===== config.mk =====
export PLATFORM = sky130hd
export DESIGN_NAME = racod_cfg_seq
export DESIGN_NICKNAME = d
export VERILOG_FILES = /design/src/rtl/racod_pkg.sv /design/src/rtl/racod_cfg_pack.sv /design/src/rtl/racod_cfg_seq.sv
export SDC_FILE = /design/constraint.sdc
export NUM_CORES = 1
export LEC_CHECK = 0
export ABC_AREA = 1
export CAP_MARGIN = 20
export CORE_MARGIN = 2
export CORE_UTILIZATION = 53
export CTS_BUF_LIST = sky130_fd_sc_hd__clkbuf_2 sky130_fd_sc_hd__clkbuf_4 sky130_fd_sc_hd__clkbuf_8
export CTS_CLUSTER_DIAMETER = 80
export DETAILED_ROUTE_END_ITERATION = 8
export PLACE_DENSITY_LB_ADDON = 0.25
export SKIP_LAST_GASP = 1
export SLEW_MARGIN = 40
export SYNTH_ARGS = -nofsm -noshare
export SYNTH_HDL_FRONTEND = slang
export SYNTH_SLANG_ARGS = --single-unit

===== constraint.sdc =====
create_clock -name clk -period 4.5 [get_ports clk]
set_clock_uncertainty 0.2 [all_clocks]
set_input_delay 0.675 -clock clk [delete_from_list [all_inputs] [get_ports clk]]
set_output_delay 0.675 -clock clk [all_outputs]
set_load 0.02 [all_outputs]

===== src/rtl/racod_pkg.sv =====
// racod_pkg -- shared constants and types for the RACOD configuration sequencer.
// Holds the packed-configuration geometry, the field order of a pose and
// the sequencer state encoding.
package racod_pkg;

  // Number of configuration words that make up one pose.
  localparam int N_FIELDS = 6;

  // Default word width and the matching packed configuration width.
  localparam int WORD_W_DEF = 32;
  localparam int CFG_W      = N_FIELDS * WORD_W_DEF;

  // Field slots inside cfg_data, in arrival order.
  localparam int F_OX  = 0;
  localparam int F_OY  = 1;
  localparam int F_LEN = 2;
  localparam int F_WID = 3;
  localparam int F_SIN = 4;
  localparam int F_COS = 5;

  // Sequencer states: gather words, strobe config, observe, hand back result.
  typedef enum logic [1:0] {
    COLLECT = 2'd0,
    ISSUE   = 2'd1,
    WAIT    = 2'd2,
    REPORT  = 2'd3
  } seq_state_t;

  // Packed configuration width for an arbitrary word width.
  function automatic int cfg_width(input int word_w);
    return N_FIELDS * word_w;
  endfunction

endpackage


===== src/rtl/racod_cfg_pack.sv =====
// racod_cfg_pack -- assembles six pose words into the packed configuration.
// The k-th accepted word lands in slot k (origin_x first, cos last). The
// slots are only overwritten by new words, so the packed value stays stable
// from the config strobe until the first word of the next pose arrives.
module racod_cfg_pack
  import racod_pkg::*;
#(
  parameter int WORD_W = 32
) (
  input  logic                         clk,
  input  logic                         rst,
  input  logic                         accept,
  input  logic [WORD_W-1:0]            in_word,
  output logic [N_FIELDS*WORD_W-1:0]   cfg_data,
  output logic                         last_word
);

  logic [2:0] word_cnt_reg;

  // The sixth accept completes the pose; the sequencer leaves COLLECT on it.
  assign last_word = accept && (word_cnt_reg == 3'(F_COS));

  // Word counter: advances per accept and returns to 0 as the pose completes.
  always_ff @(posedge clk or negedge rst) begin
    if (!rst) begin
      word_cnt_reg <= 3'd0;
    end else if (accept) begin
      if (last_word) begin
        word_cnt_reg <= 3'd0;
      end else begin
        word_cnt_reg <= word_cnt_reg + 3'd1;
      end
    end
  end

  genvar gi;
  generate
    for (gi = 0; gi < N_FIELDS; gi++) begin : g_field
      logic [WORD_W-1:0] field_reg;

      // Slot register: captures the word whose arrival index matches this slot.
      always_ff @(posedge clk or negedge rst) begin
        if (!rst) begin
          field_reg <= '0;
        end else if (accept && (word_cnt_reg == 3'(gi))) begin
          field_reg <= in_word;
        end
      end

      assign cfg_data[WORD_W*gi +: WORD_W] = field_reg;
    end
  endgenerate

endmodule


===== src/rtl/racod_cfg_seq.sv =====
// racod_cfg_seq -- pose configuration sequencer for the RACOD collision detector.
// Collects six pose words, strobes the packed configuration for one cycle,
// observes the detector's collision flag for WAIT_CYCLES cycles and then
// presents an indexed result on a valid/ready handshake.
// Build option: define RACOD_SEQ_STICKY_COLLISION_EN to report the OR of the
// collision flag over the whole observation window; otherwise only the value
// on the last window cycle is reported.
module racod_cfg_seq
  import racod_pkg::*;
#(
  parameter int WORD_W      = 32,
  parameter int WAIT_CYCLES = 12,
  parameter int IDX_W       = 16
) (
  input  logic                        clk,
  input  logic                        rst,
  input  logic [WORD_W-1:0]           in_word,
  input  logic                        in_valid,
  output logic                        in_ready,
  output logic [N_FIELDS*WORD_W-1:0]  cfg_data,
  output logic                        cfg_valid,
  input  logic                        collision,
  output logic                        res_valid,
  input  logic                        res_ready,
  output logic                        res_collision,
  output logic [IDX_W-1:0]            res_index,
  output logic                        busy
);

  // Window length as loaded into the 8-bit down-counter.
  localparam logic [7:0] WAIT_LOAD = 8'(WAIT_CYCLES);

  seq_state_t        state_reg;
  logic [7:0]        wait_cnt_reg;
  logic              in_ready_reg;
  logic              busy_reg;
  logic              cfg_valid_reg;
  logic              res_valid_reg;
  logic              res_collision_reg;
  logic [IDX_W-1:0]  res_index_reg;

  logic              accept;
  logic              last_word;
  logic              collision_cap;

  // Words are taken only while collecting; the ready register mirrors COLLECT.
  assign accept = in_valid && in_ready_reg;

  racod_cfg_pack #(
    .WORD_W (WORD_W)
  ) u_pack (
    .clk       (clk),
    .rst       (rst),
    .accept    (accept),
    .in_word   (in_word),
    .cfg_data  (cfg_data),
    .last_word (last_word)
  );

`ifdef RACOD_SEQ_STICKY_COLLISION_EN
  logic sticky_reg;

  // Accumulate any collision seen in the window; cleared as WAIT is entered.
  always_ff @(posedge clk or negedge rst) begin
    if (!rst) begin
      sticky_reg <= 1'b0;
    end else if (state_reg == ISSUE) begin
      sticky_reg <= 1'b0;
    end else if (state_reg == WAIT) begin
      sticky_reg <= sticky_reg | collision;
    end
  end

  assign collision_cap = sticky_reg | collision;
`else
  assign collision_cap = collision;
`endif

  // Sequencer FSM with its window counter and registered handshake outputs.
  always_ff @(posedge clk or negedge rst) begin
    if (!rst) begin
      state_reg         <= COLLECT;
      wait_cnt_reg      <= 8'd0;
      in_ready_reg      <= 1'b1;
      busy_reg          <= 1'b0;
      cfg_valid_reg     <= 1'b0;
      res_valid_reg     <= 1'b0;
      res_collision_reg <= 1'b0;
      res_index_reg     <= '0;
    end else begin
      cfg_valid_reg <= 1'b0;
      case (state_reg)
        COLLECT: begin
          if (last_word) begin
            state_reg     <= ISSUE;
            cfg_valid_reg <= 1'b1;
            in_ready_reg  <= 1'b0;
            busy_reg      <= 1'b1;
          end
        end
        ISSUE: begin
          state_reg    <= WAIT;
          wait_cnt_reg <= WAIT_LOAD;
        end
        WAIT: begin
          if (wait_cnt_reg == 8'd1) begin
            // Last window cycle: latch the verdict and offer the result.
            state_reg         <= REPORT;
            wait_cnt_reg      <= 8'd0;
            res_valid_reg     <= 1'b1;
            res_collision_reg <= collision_cap;
          end else begin
            wait_cnt_reg <= wait_cnt_reg - 8'd1;
          end
        end
        REPORT: begin
          if (res_ready) begin
            state_reg     <= COLLECT;
            res_valid_reg <= 1'b0;
            res_index_reg <= res_index_reg + IDX_W'(1);
            in_ready_reg  <= 1'b1;
            busy_reg      <= 1'b0;
          end
        end
        default: begin
          state_reg <= COLLECT;
        end
      endcase
    end
  end

  assign in_ready      = in_ready_reg;
  assign busy          = busy_reg;
  assign cfg_valid     = cfg_valid_reg;
  assign res_valid     = res_valid_reg;
  assign res_collision = res_collision_reg;
  assign res_index     = res_index_reg;

endmodule


==> results of run 1 <==
layout make-up:
type / count / area (um^2) / area share
sequential: 226 / 5660 / 0.463
multi-input combinational: 553 / 2690 / 0.220
inverter: 64 / 248 / 0.0203
timing repair buffer: 255 / 2590 / 0.212
clock inverter: 4 / 22.5 / 0.00184
tap: 220 / 275 / 0.0225
clock buffer: 60 / 751 / 0.0614
power breakdown:
| part | switching [uW] | internal, uW | leakage, uW |
|---|---|---|---|
| clock network | 773 | 1050 | 0.000412 |
| registers | 0 | 2030 | 0.00312 |
| logic | 74.6 | 35.3 | 0.00209 |
| total | 847 | 3120 | 0.00563 |
routing by layer:
| metal | global-route usage | share of wire | vias to the layer above | routed length (um) |
|---|---|---|---|---|
| li1 | - | - | 3366 | - |
| met1 | 0.342 | 0.42 | 3381 | 9370 |
| met2 | 0.414 | 0.47 | 252 | 10400 |
| met3 | 0.0770 | 0.083 | 35 | 1840 |
| met4 | 0.0795 | 0.024 | 0 | 535 |
| met5 | 0 | 0 | - | 0 |
tightest hold or removal path, cell delays in order (launching register included):
cell,delay [ns]
dfrtp_1,0.34
nand2_1,0.05
nand2_1,0.04
Yosys cell counts, types with 3 or more instances:
library cell	number	area (um^2)
o21ai_2	12	105
a21oi_1	34	170
nand3_1	17	85.1
nand4_1	3	18.8
dfrtp_1	225	5630
xnor2_1	5	43.8
o21ai_0	42	210
buf_6	8	90.1
xor2_1	7	61.3
clkbuf_1	3	11.3
nand2_1	222	833
buf_2	26	130
nor2_1	62	233
nand3_4	3	52.6
o21ai_1	114	571
ha_1	12	150
inv_1	61	229
nor2_2	7	43.8
nor2_4	3	33.8
kinds of logic (layout without fill, tap and decap cells):
group / count (synthesis) / in the layout
XOR/XNOR: 12 / 12
buffers and inverters: 103 / 383
adder cells (fa/ha/maj): 12 / 12
AO/OA/AOI/OAI: 204 / 204
AND/OR/NAND/NOR: 325 / 325
flip-flops: 226 / 226
worst paths after layout:
kind | startpoint | end | slack (ns) | cells past startpoint
max | in_ready | in_ready | 1.97 | 1
min | res_valid | res_valid | 0.27 | 2
max reg2reg | u_pack.word_cnt_reg[0] | u_pack.g_field[4].field_reg[20] | 2.19 | 7
min reg2reg | res_valid | res_valid | 0.27 | 2
max in group asynchronous | rst | u_pack.g_field[4].field_reg[19] | 2.47 | 4
min in group asynchronous | rst | u_pack.g_field[2].field_reg[8] | 0.47 | 2
cell usage in the layout, fill, tap and decap left out, drive strengths merged:
| master | n |
|---|---|
| clkdlybuf4s50 | 248 |
| nand2 | 226 |
| dfrtp | 225 |
| o21ai | 168 |
| nor2 | 72 |
| inv | 64 |
| clkbuf | 60 |
| a21oi | 34 |
| nand3 | 20 |
| ha | 12 |
| xor2 | 7 |
| buf | 6 |
| xnor2 | 5 |
| nand4 | 3 |
| clkinv | 3 |
| nand3b | 2 |
| o22ai | 1 |
| or2 | 1 |
| o21bai | 1 |
| nor3 | 1 |
| clkinvlp | 1 |
| dlygate4sd3 | 1 |
| dfstp | 1 |
stage by stage:
stage,std cells,hold slack (ns),power (uW)
floorplan,882,0.179,2090
CTS,1381,0.277,4010
global route,1382,0.297,4120
global placement,1315,0.254,2180
finish,1382,0.271,3970
detailed placement,1316,0.261,2180
==> impl_metrics.csv, run 1 <==
group,metric,value,unit
finish,nets,1186,
synthesis,synthMuxAreaShare,0,
finish,stdcell_area,12200,um^2
finish,final_core_util,0.745,
synthesis,synth_top_family_by_area,"simple AND/OR/NAND/NOR gates",
worst_setup_path,worstSetupEndpointType,"primary output",
clock_network,cts-resized-gates,0,
timing,relSlewSlack,0.489,
synthesis,synth_compound_area_frac,0.121,
global_routing,antenna_found_initial,0,
worst_setup_path,path_class,"register to primary output",
finish,antenna_cells,0,
detailed_routing,viasPerCell,5.09,
worst_setup_path,crit_family,"buffers and inverters",
pwr,ir_drop,0.277,mV
global_routing,grt.total_usage,0.258,
detailed_routing,ant_nets,0,
clock_network,cts_tree,"yes",
detailed_routing,drc,0,
detailed_routing,detail_route.iter0.violations,323,
timing,fin_crit,2.53,ns
timing,finalMaxSlewViolations,0,
pwr,p_leak,0.00563,uW
floorplan,start_util,0.538,
floorplan,placementRows,47,
synthesis,ys_seq_elements,226,
timing,tightest_slew,0.766,ns
synthesis,avgSynthCellArea,10.0,um^2
placed_design,portBuffers,249,
finish,largest_reg_flops,192,
placed_design,post-place-ws,1.72,ns
outcome,outcome,"finished clean",
global_routing,grt_max_degree,79,
worst_setup_path,crit_required,3.62,ns
synthesis,synth-edff-count,0,
floorplan,ioPinCount,250,
synthesis,synth_cell_types,30,
clock_network,path_clk_slew,0.06,ns
synthesis,ys_seq_area_frac,0.641,
placed_design,hpwl,15.0,mm
timing,finalHoldViolCount,0,
synthesis,synthAdderAreaFrac,0.0170,
floorplan,die_area,17700,um^2
finish,fillerInstances,1167,
floorplan,die_w,133,um
synthesis,synth_nets,931,
worst_setup_path,path_buf_inv,1,
clock_network,clock_latency,0.50,ns
clock_network,clockBufferDepth,3,
flow_run,cap_viol_max_count,0,
timing,timing.fmax,396,MHz
min_path,hp-class,"register to register",
detailed_routing,dr.pass1.iters,5,
global_routing,grt_overflow,0,
detailed_routing,wl_per_cell,16.1,um
synthesis,synth_warnings,0,
timing,setup_slack,1.97,ns
floorplan,die_height,133,um
clock_network,h-tree-depth,2,
synthesis,async_flop_share,1.00,
global_routing,grt_pass1_vias,6792,
worst_setup_path,cp_cell_sequence,"clkdlybuf4s50_1",
finish,area_growth,38.5,%
timing,setup_viol,0,
clock_network,cts_made_buffers,37,
worst_setup_path,max_stage_delay,0.60,ns
placed_design,place_congestion,0.846,
floorplan,coreArea,16400,um^2
synthesis,synthFlopType,"dfrtp_1",
synthesis,syn_area,8830,um^2
clock_network,postCtsSetupBuffers,0,
clock_network,cts_root_buffer,"clkbuf_8",
timing,tns,0,ns
worst_setup_path,critPathMaxFanout,3,
clock_network,ctsHoldBuffers,1,
synthesis,synth_simple_gate_area_frac,0.154,
worst_setup_path,startpoint_type,"register",
timing,rsz0062_at_grt,"false",
pwr,power.density,324,nW/um^2
synthesis,synth-xor-area-share,0.0119,
worst_setup_path,arrival,1.65,ns
clock_network,cts_sinks,226,
detailed_routing,drt-total-wl,22.2,mm
finish,drive_above_1_share,0.0895,
timing,post-route-period-util,0.561,
placed_design,placed_area,11400,um^2
global_routing,grt_pass1_wl,36.2,mm
synthesis,syn_inst,882,
detailed_routing,vias,7034,
worst_setup_path,cp_slowest_cell,"clkdlybuf4s50_1",
No activity file was read; power rests on OpenSTA's default activity.
==> inputs of run 2 (changes only) <==
--- a/config.mk
+++ b/config.mk
@@ -8,7 +8,7 @@
 export ABC_AREA = 1
 export CAP_MARGIN = 20
 export CORE_MARGIN = 2
-export CORE_UTILIZATION = 53
+export CORE_UTILIZATION = 45
 export CTS_BUF_LIST = sky130_fd_sc_hd__clkbuf_2 sky130_fd_sc_hd__clkbuf_4 sky130_fd_sc_hd__clkbuf_8
 export CTS_CLUSTER_DIAMETER = 80
 export DETAILED_ROUTE_END_ITERATION = 8
==> constraint.sdc (replaced) <==
create_clock -name clk -period 2.3 [get_ports clk]
set_clock_uncertainty 0.2 [all_clocks]
set_input_delay 0.345 -clock clk [delete_from_list [all_inputs] [get_ports clk]]
set_output_delay 0.345 -clock clk [all_outputs]
set_load 0.02 [all_outputs]
==> impl_metrics.csv, run 2 (same netlist as run 1, synthesis figures left out) <==
group,metric,value,unit
detailed_routing,drc,0,
clock_network,cts_root_buffer,"clkbuf_8",
detailed_routing,detail_route.iter0.violations,369,
timing,fin_crit,2.20,ns
worst_setup_path,cp_cell_sequence,"clkdlybuf4s50_1",
clock_network,clock_latency,0.50,ns
global_routing,gr-usage-met2,0.336,
worst_setup_path,reg2reg_depth,8,
global_routing,top_usage_layer,"met2",
outcome,outcome,"finished clean",
global_routing,grt.total_usage,0.213,
clock_network,cts_sinks,226,
flow_run,cap_viol_max_count,0,
pwr,ir_drop,0.397,mV
global_routing,grt_max_degree,66,
timing,hold_ws,0.187,ns
worst_setup_path,crit_family,"buffers and inverters",
worst_setup_path,cp.depth,1,
min_path,hp-class,"input port to asynchronous set/reset pin",
worst_setup_path,worstSetupEndpointType,"primary output",
clock_network,ctsHoldBuffers,1,
timing,tightest_slew,0.536,ns
placed_design,dp_cells,1371,
finish,nets,1196,
global_routing,grt_util_met3,0.0536,
floorplan,die_area,20800,um^2
detailed_routing,wl_per_cell,15.6,um
placed_design,place_congestion,0.767,
finish,final_cells,1439,
timing,rsz0062_at_grt,"false",
clock_network,cts-resized-gates,0,
timing,finalHoldViolCount,0,
finish,fillerInstances,1634,
worst_setup_path,critPathMaxFanout,3,
timing,timing.fmax,455,MHz
worst_setup_path,r2r_start,"state_reg[1]",
clock_network,cts_tree,"yes",
global_routing,grt_overflow,0,
timing,setup_viol,0,
timing,post-route-period-util,0.955,
global_routing,antenna_found_initial,0,
finish,largest_reg_flops,192,
worst_setup_path,max_stage_delay,0.61,ns
worst_setup_path,path_buf_inv,1,
finish,drive_above_1_share,0.0988,
clock_network,path_clk_slew,0.06,ns
detailed_routing,viasPerCell,4.82,
finish,area_growth,40.8,%
floorplan,die_w,144,um
global_routing,grt_pass1_vias,6670,
finish,layout_commonest_cell,"clkdlybuf4s50_1",
clock_network,clockBufferDepth,3,
detailed_routing,dr.pass1.iters,4,
worst_setup_path,arrival,1.65,ns
clock_network,cts_made_buffers,38,
detailed_routing,ant_nets,0,
pwr,power.density,629,nW/um^2
worst_setup_path,crit_required,1.75,ns
floorplan,coreArea,19300,um^2
finish,stdcell_area,12400,um^2
timing,finalMaxSlewViolations,0,
worst_setup_path,reg2reg_slack,0.44,ns
global_routing,use_met1,0.292,
worst_setup_path,startpoint_type,"register",
finish,antenna_cells,0,
detailed_routing,drt-total-wl,22.4,mm
floorplan,placementRows,51,
placed_design,post-place-ws,0.325,ns
timing,relSlewSlack,0.642,
pwr,p_leak,0.00571,uW
placed_design,portBuffers,249,
worst_setup_path,cp_slowest_cell,"clkdlybuf4s50_1",
clock_network,postCtsSetupBuffers,0,
floorplan,die_height,144,um
placed_design,placed_area,11600,um^2
timing,setup_slack,0.103,ns
placed_design,hpwl,15.0,mm
worst_setup_path,rr_endpoint,"wait_cnt_reg[7]",
floorplan,ioPinCount,250,
worst_setup_path,path_class,"register to primary output",
detailed_routing,vias,6943,
clock_network,h-tree-depth,2,
timing,tns,0,ns
global_routing,grt_pass1_wl,34.9,mm
floorplan,start_util,0.457,
finish,mostFrequentLayoutCells,"248 x clkdlybuf4s50_1, 225 x dfrtp_1, 222 x nand2_1, 114 x o21ai_1, 62 x nor2_1",
run 2: area by class of cell:
type / count / area [um^2] / share of cell area
repair buffers: 264 / 2730 / 0.219
inverters: 64 / 245 / 0.0197
clock buffers: 61 / 758 / 0.0610
flip-flops and latches: 226 / 5660 / 0.455
clock inverters: 6 / 32.5 / 0.00262
multi-input cells: 553 / 2690 / 0.216
well taps: 265 / 332 / 0.0267
run 2: worst max-delay path by stage:
stage                                      start                               to  slack (ns)
after global routing                    in_ready                         in_ready        0.05
after CTS                               in_ready                         in_ready        0.06
after floorplan           u_pack.word_cnt_reg[1]  u_pack.g_field[5].field_reg[11]        0.68
after global placement                  in_valid  u_pack.g_field[1].field_reg[18]        0.36
final                                   in_ready                         in_ready        0.10
after detailed placement                in_valid  u_pack.g_field[1].field_reg[30]        0.32
run 2: per-stage QoR:
| stage | power [uW] | util |
|---|---|---|
| global placement | 4270 | 0.602 |
| global route | 8120 | 0.643 |
| CTS | 7930 | 0.643 |
| floorplan | 4090 | - |
| finish | 7830 | 0.643 |
| detailed placement | 4270 | 0.602 |
run 2: layer usage:
layer  routed length, um  vias to the layer above
met5                   0                        -
met4                 426                        0
met3                1660                       26
met2               10300                      222
met1               10000                     3312
li1                    -                     3383
run 2: power breakdown:
group / switching [uW] / internal [uW] / total, uW
registers: 0 / 3980 / 3980
logic: 147 / 72.1 / 219
clock network: 1540 / 2090 / 3630
total: 1690 / 6140 / 7830
run 2: worst reg2reg max path, cell delays in order, from the launching register on:
cell	delay, ns
dfrtp_1	0.40
inv_1	0.08
ha_1	0.48
nand2_1	0.16
nor2_1	0.20
nand2_1	0.09
nand2_1	0.07
nand2_1	0.05
nor2_1	0.07
==> inputs of run 3 (changes only) <==
--- a/config.mk
+++ b/config.mk
@@ -5,14 +5,15 @@
 export SDC_FILE = /design/constraint.sdc
 export NUM_CORES = 1
 export LEC_CHECK = 0
-export ABC_AREA = 1
 export CAP_MARGIN = 20
 export CORE_MARGIN = 2
 export CORE_UTILIZATION = 45
 export CTS_BUF_LIST = sky130_fd_sc_hd__clkbuf_2 sky130_fd_sc_hd__clkbuf_4 sky130_fd_sc_hd__clkbuf_8
 export CTS_CLUSTER_DIAMETER = 80
+export CTS_CLUSTER_SIZE = 8
 export DETAILED_ROUTE_END_ITERATION = 8
 export PLACE_DENSITY_LB_ADDON = 0.25
+export SKIP_CTS_REPAIR_TIMING = 1
 export SKIP_LAST_GASP = 1
 export SLEW_MARGIN = 40
 export SYNTH_ARGS = -nofsm -noshare
==> impl_metrics.csv, run 3 <==
group,metric,value,unit
timing,tns,0,ns
floorplan,start_util,0.456,
clock_network,cts_sinks,226,
timing,finalMaxSlewViolations,0,
pwr,p_sw_frac,0.364,
finish,mostFrequentLayoutCells,"247 x clkdlybuf4s50_1, 225 x dfrtp_1, 156 x mux2_2, 112 x nand2_1, 35 x clkbuf_8",
synthesis,synth_simple_gate_area_frac,0.0788,
worst_setup_path,arrival,2.37,ns
finish,area_growth,40.7,%
pwr,p_int,12000,uW
detailed_routing,dr.pass1.iters,4,
synthesis,synth_warnings,0,
clock_network,cts_tree,"yes",
synthesis,synth-edff-count,0,
timing,rsz0062_at_grt,"false",
synthesis,ys_seq_elements,226,
pwr,p_leak,0.00551,uW
timing,post-route-period-util,0.952,
timing,timing.fmax,457,MHz
timing,fin_crit,2.19,ns
finish,final_core_util,0.641,
synthesis,synth_top_family_by_area,"multiplexers",
floorplan,coreArea,19300,um^2
pwr,power_frac_seq,0.359,
finish,layout_commonest_cell,"clkdlybuf4s50_1",
clock_network,h-tree-depth,2,
timing,relSlewSlack,0.662,
clock_network,cts_root_buffer,"clkbuf_8",
global_routing,grt_overflow,0,
detailed_routing,viasPerCell,4.98,
synthesis,syn_area,8810,um^2
timing,setup_viol,0,
global_routing,grt_pass1_wl,34.2,mm
synthesis,synth-xor-area-share,0.0149,
clock_network,path_clk_slew,0.07,ns
timing,tightest_slew,0.507,ns
finish,drive_above_1_share,0.250,
synthesis,synth_compound_area_frac,0.0202,
synthesis,synth_nets,690,
flow_run,cap_viol_max_count,0,
placed_design,placed_area,11900,um^2
synthesis,synthTopCellsByCount,"225 x dfrtp_1, 156 x mux2_2, 115 x nand2_1",
floorplan,placementRows,51,
placed_design,portBuffers,249,
synthesis,ys_seq_area_frac,0.642,
detailed_routing,detail_route.iter0.violations,156,
worst_setup_path,critPathMaxFanout,5,
pwr,power.density,1520,nW/um^2
pwr,switching_power,6850,uW
placed_design,place_congestion,0.791,
detailed_routing,drt-total-wl,21.6,mm
clock_network,clock_latency,0.50,ns
synthesis,synth_most_common_cell,"dfrtp_1",
worst_setup_path,worstSetupEndpointType,"register",
synthesis,async_flop_share,1.00,
worst_setup_path,startpoint_type,"register",
min_path,hp-class,"input port to asynchronous set/reset pin",
synthesis,synth_cell_types,41,
detailed_routing,wl_per_cell,18.0,um
clock_network,clockBufferDepth,3,
synthesis,synthMuxAreaShare,0.211,
floorplan,die_area,20700,um^2
pwr,power_frac_comb,0.491,
floorplan,die_w,144,um
synthesis,yosysTopAreaCellShare,0.639,
clock_network,cts_made_buffers,34,
worst_setup_path,crit_required,2.48,ns
synthesis,synth_area_leaders,"dfrtp_1 64%, mux2_2 20%, nand2_1 4.9%",
finish,largest_reg_flops,192,
outcome,outcome,"finished clean",
detailed_routing,ant_nets,0,
global_routing,grt.total_usage,0.213,
placed_design,hpwl,14.7,mm
floorplan,ioPinCount,250,
synthesis,syn_inst,641,
detailed_routing,vias,5969,
finish,stdcell_area,12400,um^2
finish,antenna_cells,0,
global_routing,antenna_found_initial,0,
worst_setup_path,path_class,"register to register",
floorplan,die_height,144,um
pwr,pwr-share-clk,0.150,
detailed_routing,drc,0,
global_routing,grt_max_degree,56,
synthesis,avgSynthCellArea,13.7,um^2
synthesis,synth_largest_area_cell,"dfrtp_1",
pwr,ir_drop,0.888,mV
synthesis,synthAdderAreaFrac,0.0170,
finish,nets,977,
timing,finalHoldViolCount,0,
synthesis,synthFlopType,"dfrtp_1",
global_routing,grt_pass1_vias,6191,
[run 3: cell types whose count changed after synthesis, sizes merged, moves of 8 or more]
| cell | delta |
|---|---|
| o21ai | -157 |
| mux2 | +164 |
| nor2 | -61 |
| inv | -53 |
| buf | -22 |
| nand2 | -111 |
| a21oi | -31 |
| xnor2 | +8 |
[run 3: critical path, cell delays in order, from the launching register on]
cell,delay (ns)
dfrtp_1,0.37
inv_1,0.10
ha_1,0.18
or3b_2,0.51
nor2_2,0.20
mux2_2,0.35
a22o_1,0.17
[run 3: cell families after synthesis]
group | Yosys count
AOI/OAI and AO/OA | 26
xor gates and xnor gates | 15
adders and majority gates | 12
buffers and inverters | 35
DFF | 226
muxes | 165
and+or+nand+nor | 162
[run 3: final cells by class]
cell class | count | area (um^2)
Sequential cell | 226 | 5660
Clock buffer | 39 | 512
Tap cell | 265 | 332
Multi-Input combinational cell | 380 | 3030
Clock inverter | 2 | 16.3
Timing Repair Buffer | 275 | 2810
Inverter | 11 | 41.3
Fill cell | 1522 | 6940
[run 3: path summary, 6_finish.rpt]
check	slack [ns]	depth (start not counted)	to	startpoint
max	0.11	6	res_valid	wait_cnt_reg[1]
min	0.16	2	u_pack.g_field[1].field_reg[9]	rst
max reg2reg	0.11	6	res_valid	wait_cnt_reg[1]
min reg2reg	0.27	2	u_pack.g_field[5].field_reg[7]	u_pack.g_field[5].field_reg[7]
max in group asynchronous	1.05	3	u_pack.g_field[5].field_reg[17]	rst
min in group clk	0.26	2	res_collision	collision
[run 3: routing by layer]
metal | vias to the layer above | GRT usage | wire length [um]
li1 | 2766 | - | -
met1 | 2973 | 0.278 | 9310
met2 | 205 | 0.338 | 10100
met3 | 25 | 0.0793 | 1900
met4 | 0 | 0.0511 | 293
met5 | - | 0 | 0
[run 3: power by group through the flow]
stage	logic [uW]	clock network [uW]	registers [uW]
2_1_floorplan	2640	0	8840
3_3_place_gp	9200	0	6760
3_5_place_dp	9330	0	6820
4_1_cts	9360	2940	6760
5_1_grt	9850	3120	6990
6_report	9250	2820	6760
[run 3: metrics by stage]
| stage | worst slack (ns) | hold WS (ns) | std cells | power [uW] |
|---|---|---|---|---|
| after detailed placement | 0.0448 | 0.0905 | 1156 | 16100 |
| after global routing | 0.00311 | 0.164 | 1198 | 20000 |
| final | 0.110 | 0.156 | 1198 | 18800 |
| after CTS | -0.0366 | -0.459 | 1197 | 19100 |
| after global placement | 0.0844 | 0.0905 | 1156 | 16000 |
| after floorplan | 0.258 | -0.151 | 641 | 11500 |
